### config.mk
export PLATFORM = sky130hd
export DESIGN_NAME = alsu_input_conditioner
export DESIGN_NICKNAME = d
export VERILOG_FILES = /design/src/rtl/alsu_input_conditioner.sv
export SDC_FILE = /design/constraint.sdc
export NUM_CORES = 1
export LEC_CHECK = 0
export BUFFER_PORTS_ARGS = -buffer_cell sky130_fd_sc_hd__buf_4
export CORE_MARGIN = 1.5
export CORE_UTILIZATION = 25
export DETAILED_ROUTE_END_ITERATION = 16
export GPL_TIMING_DRIVEN = 0
export HOLD_SLACK_MARGIN = 0.02
export PLACE_DENSITY = 0.42
export SLEW_MARGIN = 15
export SYNTH_ARGS = -nofsm -noshare
export SYNTH_HDL_FRONTEND = slang
export SYNTH_SLANG_ARGS = --single-unit
### constraint.sdc
create_clock -name clk -period 4.58 [get_ports clk]
set_input_delay 0 -clock clk [delete_from_list [all_inputs] [get_ports clk]]
set_output_delay 0 -clock clk [all_outputs]
set_load 0.01 [all_outputs]
### src/rtl/alsu_input_conditioner.sv
// Switch/button front-end for the ALSU board: two-flop sync, per-bit debounce, and a
// LOAD-button FSM that commits the debounced switch set to registered outputs.
module alsu_input_conditioner #(
    parameter int unsigned DB_CYCLES      = 1000000,
    parameter int unsigned HOLDOFF_CYCLES = 100000
) (
    input  logic       clk,
    input  logic       rst,
    input  logic [2:0] A_sw,
    input  logic [2:0] B_sw,
    input  logic [2:0] opcode_sw,
    input  logic [6:0] ctrl_sw,
    input  logic       load_btn,
    output logic [2:0] A_out,
    output logic [2:0] B_out,
    output logic [2:0] opcode_out,
    output logic [6:0] ctrl_out,
    output logic       load_pulse,
    output logic       sw_stable
);

    localparam int unsigned NBITS = 17;
    localparam int unsigned NSW   = 16;
    localparam int unsigned DB_W  = $clog2(DB_CYCLES);
    localparam int unsigned HO_W  = (HOLDOFF_CYCLES > 1) ? $clog2(HOLDOFF_CYCLES) : 1;

    localparam logic [DB_W-1:0] DB_MAX = DB_W'(DB_CYCLES - 1);
    localparam logic [HO_W-1:0] HO_MAX = HO_W'(HOLDOFF_CYCLES - 1);

    localparam logic [1:0] ST_IDLE    = 2'd0;
    localparam logic [1:0] ST_PRESSED = 2'd1;
    localparam logic [1:0] ST_HOLDOFF = 2'd2;

    // Bit 16 is the button; bits 15:0 are the switches in output order.
    logic [NBITS-1:0] raw;
    logic [NBITS-1:0] sync1_q, sync2_q;
    logic [NBITS-1:0] db_q, db_d;
    logic [DB_W-1:0]  cnt_q [NBITS];
    logic [DB_W-1:0]  cnt_d [NBITS];

    logic [1:0]      state_q, state_d;
    logic [HO_W-1:0] ho_cnt_q, ho_cnt_d;
    logic            commit;
    logic            db_btn;

    assign raw    = {load_btn, ctrl_sw, opcode_sw, B_sw, A_sw};
    assign db_btn = db_q[NBITS-1];

    always_ff @(posedge clk) begin
        if (rst) begin
            sync1_q <= '0;
            sync2_q <= '0;
        end else begin
            sync1_q <= raw;
            sync2_q <= sync1_q;
        end
    end

    always_comb begin
        db_d = db_q;
        for (int i = 0; i < NBITS; i++) begin
            cnt_d[i] = cnt_q[i];
            if (sync2_q[i] == db_q[i]) begin
                cnt_d[i] = '0;
            end else if (cnt_q[i] == DB_MAX) begin
                db_d[i]  = sync2_q[i];
                cnt_d[i] = '0;
            end else begin
                cnt_d[i] = cnt_q[i] + DB_W'(1);
            end
        end
    end

    always_ff @(posedge clk) begin
        if (rst) begin
            db_q <= '0;
            for (int i = 0; i < NBITS; i++) begin
                cnt_q[i] <= '0;
            end
        end else begin
            db_q <= db_d;
            for (int i = 0; i < NBITS; i++) begin
                cnt_q[i] <= cnt_d[i];
            end
        end
    end

    always_comb begin
        sw_stable = 1'b1;
        for (int i = 0; i < NSW; i++) begin
            if (cnt_q[i] != '0) begin
                sw_stable = 1'b0;
            end
        end
    end

    // Only the IDLE->PRESSED transition commits; a press still held when holdoff
    // expires lands in PRESSED without a second commit.
    always_comb begin
        state_d  = state_q;
        ho_cnt_d = ho_cnt_q;
        commit   = 1'b0;
        case (state_q)
            ST_IDLE: begin
                if (db_btn) begin
                    state_d = ST_PRESSED;
                    commit  = 1'b1;
                end
            end
            ST_PRESSED: begin
                if (!db_btn) begin
                    state_d  = ST_HOLDOFF;
                    ho_cnt_d = '0;
                end
            end
            ST_HOLDOFF: begin
                if (ho_cnt_q == HO_MAX) begin
                    state_d = db_btn ? ST_PRESSED : ST_IDLE;
                end else begin
                    ho_cnt_d = ho_cnt_q + HO_W'(1);
                end
            end
            default: state_d = ST_IDLE;
        endcase
    end

    always_ff @(posedge clk) begin
        if (rst) begin
            state_q  <= ST_IDLE;
            ho_cnt_q <= '0;
        end else begin
            state_q  <= state_d;
            ho_cnt_q <= ho_cnt_d;
        end
    end

    always_ff @(posedge clk) begin
        if (rst) begin
            A_out      <= '0;
            B_out      <= '0;
            opcode_out <= '0;
            ctrl_out   <= '0;
            load_pulse <= 1'b0;
        end else begin
            load_pulse <= commit;
            if (commit) begin
                A_out      <= db_q[2:0];
                B_out      <= db_q[5:3];
                opcode_out <= db_q[8:6];
                ctrl_out   <= db_q[15:9];
            end
        end
    end

endmodule

## After elaboration in Yosys (flattened, before gate mapping)

Memory sizes are Yosys's and may differ from the RTL's.
Index checks and enable logic that the tools add are counted.

- Add/subtract/negate cells: 18
- Equality and inequality tests: 41
- Muxes and demuxes: 80
- Bitwise operators: 34
- Reductions and logical operators: 37

Operators by type and width:

| cell | count |
|---|---|
| 20-bit 2-to-1 mux | 51 |
| 20-bit by 1-bit adder with 20-bit output, second input constant | 17 |
| 20-bit equality test, second input constant | 17 |
| 20-bit nonzero test | 16 |
| 17-bit 2-to-1 mux | 2 |
| 17-bit case mux with 2 select lines | 1 |
| 2-bit AND reduction | 17 |
| 1-bit 2-to-1 mux | 22 |
| 17-bit by 1-bit adder with 17-bit output, second input constant | 1 |
| 1-bit equality test | 17 |
| 17-bit equality test, second input constant | 1 |
| 1-bit NOT | 17 |
| 1-bit bitwise OR | 17 |
| 2-bit inequality test, second input constant | 4 |
| 2-bit 2-to-1 mux | 3 |
| 2-bit case mux with 3 select lines | 1 |
| 3-bit AND reduction | 2 |
| 2-bit by 1-bit equality test with 1-bit output, second input constant | 1 |
| 2-bit equality test, second input constant | 1 |
| 2-bit zero test | 1 |
| 2-bit nonzero test | 1 |

- Bits in registers: 87
- Memory bits (writable): 340
- Input bits: 19
- Memories kept: 1

Memories:

| name | depth | width | read ports | clocked after memory_dff | wr ports | RTL line | RTL |
|---|---|---|---|---|---|---|---|
| cnt_q | 17 | 20 | 17 | 0 | 17 | 38 | `logic [DB_W-1:0] cnt_q [NBITS];` |

## Logic depth before layout (Yosys ltp)

- Depth in word-level cells: 17
- Gate-level depth with buffers: 8
- Gate-level depth less buffers: 7

## Worst setup path before layout

No wires, ideal clock.

- Path kind: register -> register
- From: mem cnt_q[0][160] in the netlist's numbering
- To: mem cnt_q[0][171] in the netlist's numbering
- Setup time: 0.115 ns
- Arrival: 1.736 ns
- Data required time: 4.465 ns
- Slack: 2.730 ns
- Stages on the path, launching flop included: 8
- Path buffers: 1
- Path through: dfxtp_1 ha_1 and2_1 nand3_1 or4_4 nand2_2 buf_4 nor2_1

RTL lines:

| element | RTL line |
|---|---|
| start, declared | 38 |

==> summary.md <==
| Metric | Value |
|---|---|
| Status | complete, no violations |
| Rel. slew slack | between 20% and 30% |
| Synthesized area | around 0.019 mm² |
| GRT Overall Usage | between 10% and 20% |
| Final std cells w/o fill | between 3k and 4k |
| Post-synth EDFFs | 0 |
| Iteration count of the initial detailed-routing pass | 5 |
| Syn_nets | around 2.2k |
| Synth Area in Simple Gates | a little under a third |
| ANT nets after route | 0 |
| Xor/xnor share of the synthesized area | 15.3% |
| Post-DR vias/cell | 4.48 |
| Fin. Hold Viols | 0 |
| Dominant cell type by area after synthesis | dfxtp_1 |
| Synth cell types | 53 |
| Worst r2r src | cnt_q[0][260] |
| Vias in the first global route | ~14k |
| RSZ-0062 raised after global routing | false |
| Num ports | 37 |
| Placed Area | 0.0201 mm² |
| Average cell area after synthesis | around 8.8 µm² |
| Final Wtd Congestion | between 0.8 and 0.9 |
| Initial antenna violation count | 5 |
| Area growth syn-to-layout | 18.4% |
| Final wirelength | approximately 50,000 µm |
| Commonest non-fill, non-tap cells in the layout | dfxtp_1, nor2_1, xor2_1 |
| Post-synth ARST share | 0% |
| Worst setup startpoint | cnt_q[0][40] |
| FP Rows | 100 |
| Warnings, synthesis | 0 |
| Critical Path, Cell by Cell | inv_1 -> ha_1 -> nor4b_1 -> nand4_1 -> nor4_1 -> nand3_1 -> nor3_1 -> buf_4 |
| Critical path fanouts, max | 7 |
| Critical Path RT | ~4.6 ns |
| Residual DRC | 0 |
| Utilization after layout | 29.8% |
| Clock Root Buffer | clkbuf_16 |
| Worst Reg2Reg Path Length in Cells | 7 |
| Largest family of logic cells by synthesized area | simple AND/OR/NAND/NOR gates |
| Delay-heaviest family, CP | simple AND/OR/NAND/NOR gates |
| CP Class | flop to primary output |
| Clock latency at the later pin of the worst-skew pair | 0.59 ns |
| Setup TNS | 0 ns |
| CTS tree | done |
| Dpl cells | approximately 3.1k |
| Mux contribution to synthesized area | less than 1% |
| Skew final | ~0.018 ns |
| Nets | around 2.3k |
| Instance count of the mapped netlist | ~2.1k |
| Final instance area | about 0.022 mm² |
| Core box area | 0.0742 mm² |
| DP Wirelength | between 30,000 and 40,000 µm |
| Post-DR wirelength/cell | ~15 µm |
| R2R Setup Slk | 1.69 ns |
| Critical path capture point | sw_stable |
| FF+latch count, synth | between 400 and 500 |
| R2R Path End | cnt_q[0][267] |
| CP max stage delay | 0.53 ns |
| CTS Buffer Depth | 3 |
| Leakage | 7.37 nW |
| Max Slew Vio Count | 0 |
| Post-synthesis compound-gate area fraction | around 1.2% |
| Power per cell area | roughly 370 mW/mm² |
| Fill cells | between 7k and 8k |
| Final worst-path cycle share | about three quarters |
| Total congestion overflow | 0 |
| Initial core utilization | around a quarter |
| Clk slew on worst S/H paths | roughly 0.06 ns |
| Num Clock Sinks | around 430 |
| Sequential area share after synthesis | between 40% and 50% |
| First-pass GRT wire length | between 70,000 and 80,000 µm |
| Layout cell share with drive strength beyond 1 | around 8% |
| Slew of the pin with the lowest slew margin | around 1.0 ns |
| Worst hold-check path type | input port to flop |
| DR iter-0 viols | approximately 710 |
| Levels on crit path | 8 |
| Port Buffer Count | 35 |
| Worst VDD drop | 0.000277 V |
| Max-cap violations | 0 |
| Data arrival time of the critical path | approximately 3.5 ns |
| CP endpoint kind | primary output |
| Synth area leaders | dfxtp_1, xor2_1, nor2_1 |
| Fmax | around 290 MHz |
| Die area | between 0.07 and 0.08 mm² |
| Ys flop type | dfxtp_1 |
| H-Tree Depth | 2 |
| Die Wd | 276 µm |
| Final Critical Period | between 3 and 4 ns |
| CP startpoint kind | flop |
| Synth top area share | a little under half |
| Largest net degree at the start of global routing | 14 |
| Die H | 276 µm |
| Bufs and invs on worst path | 2 |
| Most common cell after layout, fill and taps aside | dfxtp_1 |
| CP max stage cell | nor4_1 |
| Number of setup buffers added after CTS | 0 |
| Final setup vio count | 0 |
| Clock buffer count from CTS | between 50 and 60 |
| Post-Synth Adder-Cell Area | between 2 and 2.5% |
| DR vias | around 15k |
[sequential cells by signal, summed over array words and instances, names as in the netlist]
signal	cells
ho_cnt_q	17
cnt_q	340
sync1_q	17
sync2_q	17
A_out	3
state_q	2
db_q	17
opcode_out	3
load_pulse	1
ctrl_out	7
B_out	3
[power by group]
| group | internal (mW) | switching, mW | total (mW) |
|---|---|---|---|
| registers | 3.73 | 0.0116 | 3.75 |
| clock network | 2.59 | 1.64 | 4.23 |
| logic | 0.0549 | 0.0794 | 0.134 |
| total | 6.38 | 1.73 | 8.11 |
[metal layers]
layer  global-route usage, %  vias to the layer above  part of all wire (%)
met1                    17.7                     6820                    50
met2                    20.2                      214                    44
li1                        -                     7447                     -
met4                    4.90                        0                   3.0
met5                       0                        -                     0
met3                    1.95                       67                   3.4
[Yosys cell counts, types with 2 or more instances]
library cell / count
and3_2: 2
nand3b_1: 3
a21oi_1: 30
nand2_1: 163
nor3b_1: 8
nor3_1: 44
buf_2: 11
xnor2_1: 142
inv_1: 62
nand4_1: 82
buf_6: 3
nand2b_1: 6
nor2b_1: 38
nand4_2: 3
and4_1: 27
nand4b_1: 8
nor2_1: 425
and4b_1: 2
ha_1: 34
nor2_2: 2
mux2i_1: 17
xor2_1: 185
clkbuf_1: 26
or4_4: 3
clkbuf_2: 2
or3_1: 19
nor4b_1: 10
or2_2: 5
dfxtp_1: 427
nor4_2: 9
or4_1: 8
o21ai_0: 11
nor4_1: 77
and2_1: 13
and3_1: 54
nand3_1: 144
buf_4: 12
[what timing repair did]
item                                   4_1_cts  5_1_grt
endpoints found under the hold margin       17        0
hold buffers                                17        0
resized for setup                            0        0
[worst min path at each step]
stage,to,start,cells past startpoint
finish,cnt_q[0][122],rst,3
global route,cnt_q[0][122],rst,3
CTS,cnt_q[0][122],rst,3
detailed placement,sync1_q[15],ctrl_sw[6],2
global placement,sync1_q[12],ctrl_sw[3],2
floorplan,sync1_q[6],opcode_sw[0],1
[layout make-up]
cell class	instances	area (µm²)	area share, %
timing repair buffer	52	433	1.96
antenna	2	5.00	0.0227
multi-input combinational	1588	9570	43.3
clock inverter	10	140	0.634
inverter	62	233	1.05
sequential	427	8550	38.7
buffer	56	320	1.45
tap	969	1210	5.49
clock buffer	82	1630	7.40
[tightest hold or removal path, delay by kind of cell]
family | cells | cell delay (ns)
and+or+nand+nor | 2 | 0.34
buffers and inverters | 1 | 0.25
[cell families (layout without fill, tap and decap cells)]
kind of cell,count (synthesis),count (layout)
AOI/OAI and AO/OA,43,43
xor gates and xnor gates,327,327
adders and majority gates,34,34
buffers and inverters,118,262
DFF,427,427
muxes,17,17
other,0,2
and+or+nand+nor,1167,1167
[through the flow]
stage	total power [mW]	hold WS, ns	setup WS (ns)
floorplan	3.89	0.128	2.73
global placement	3.95	0.220	1.40
detailed placement	3.95	0.217	1.39
CTS	8.25	0.0261	0.736
global route	8.43	0.0484	0.796
finish	8.11	0.0424	1.07
No activity file was read; power rests on OpenSTA's default activity.
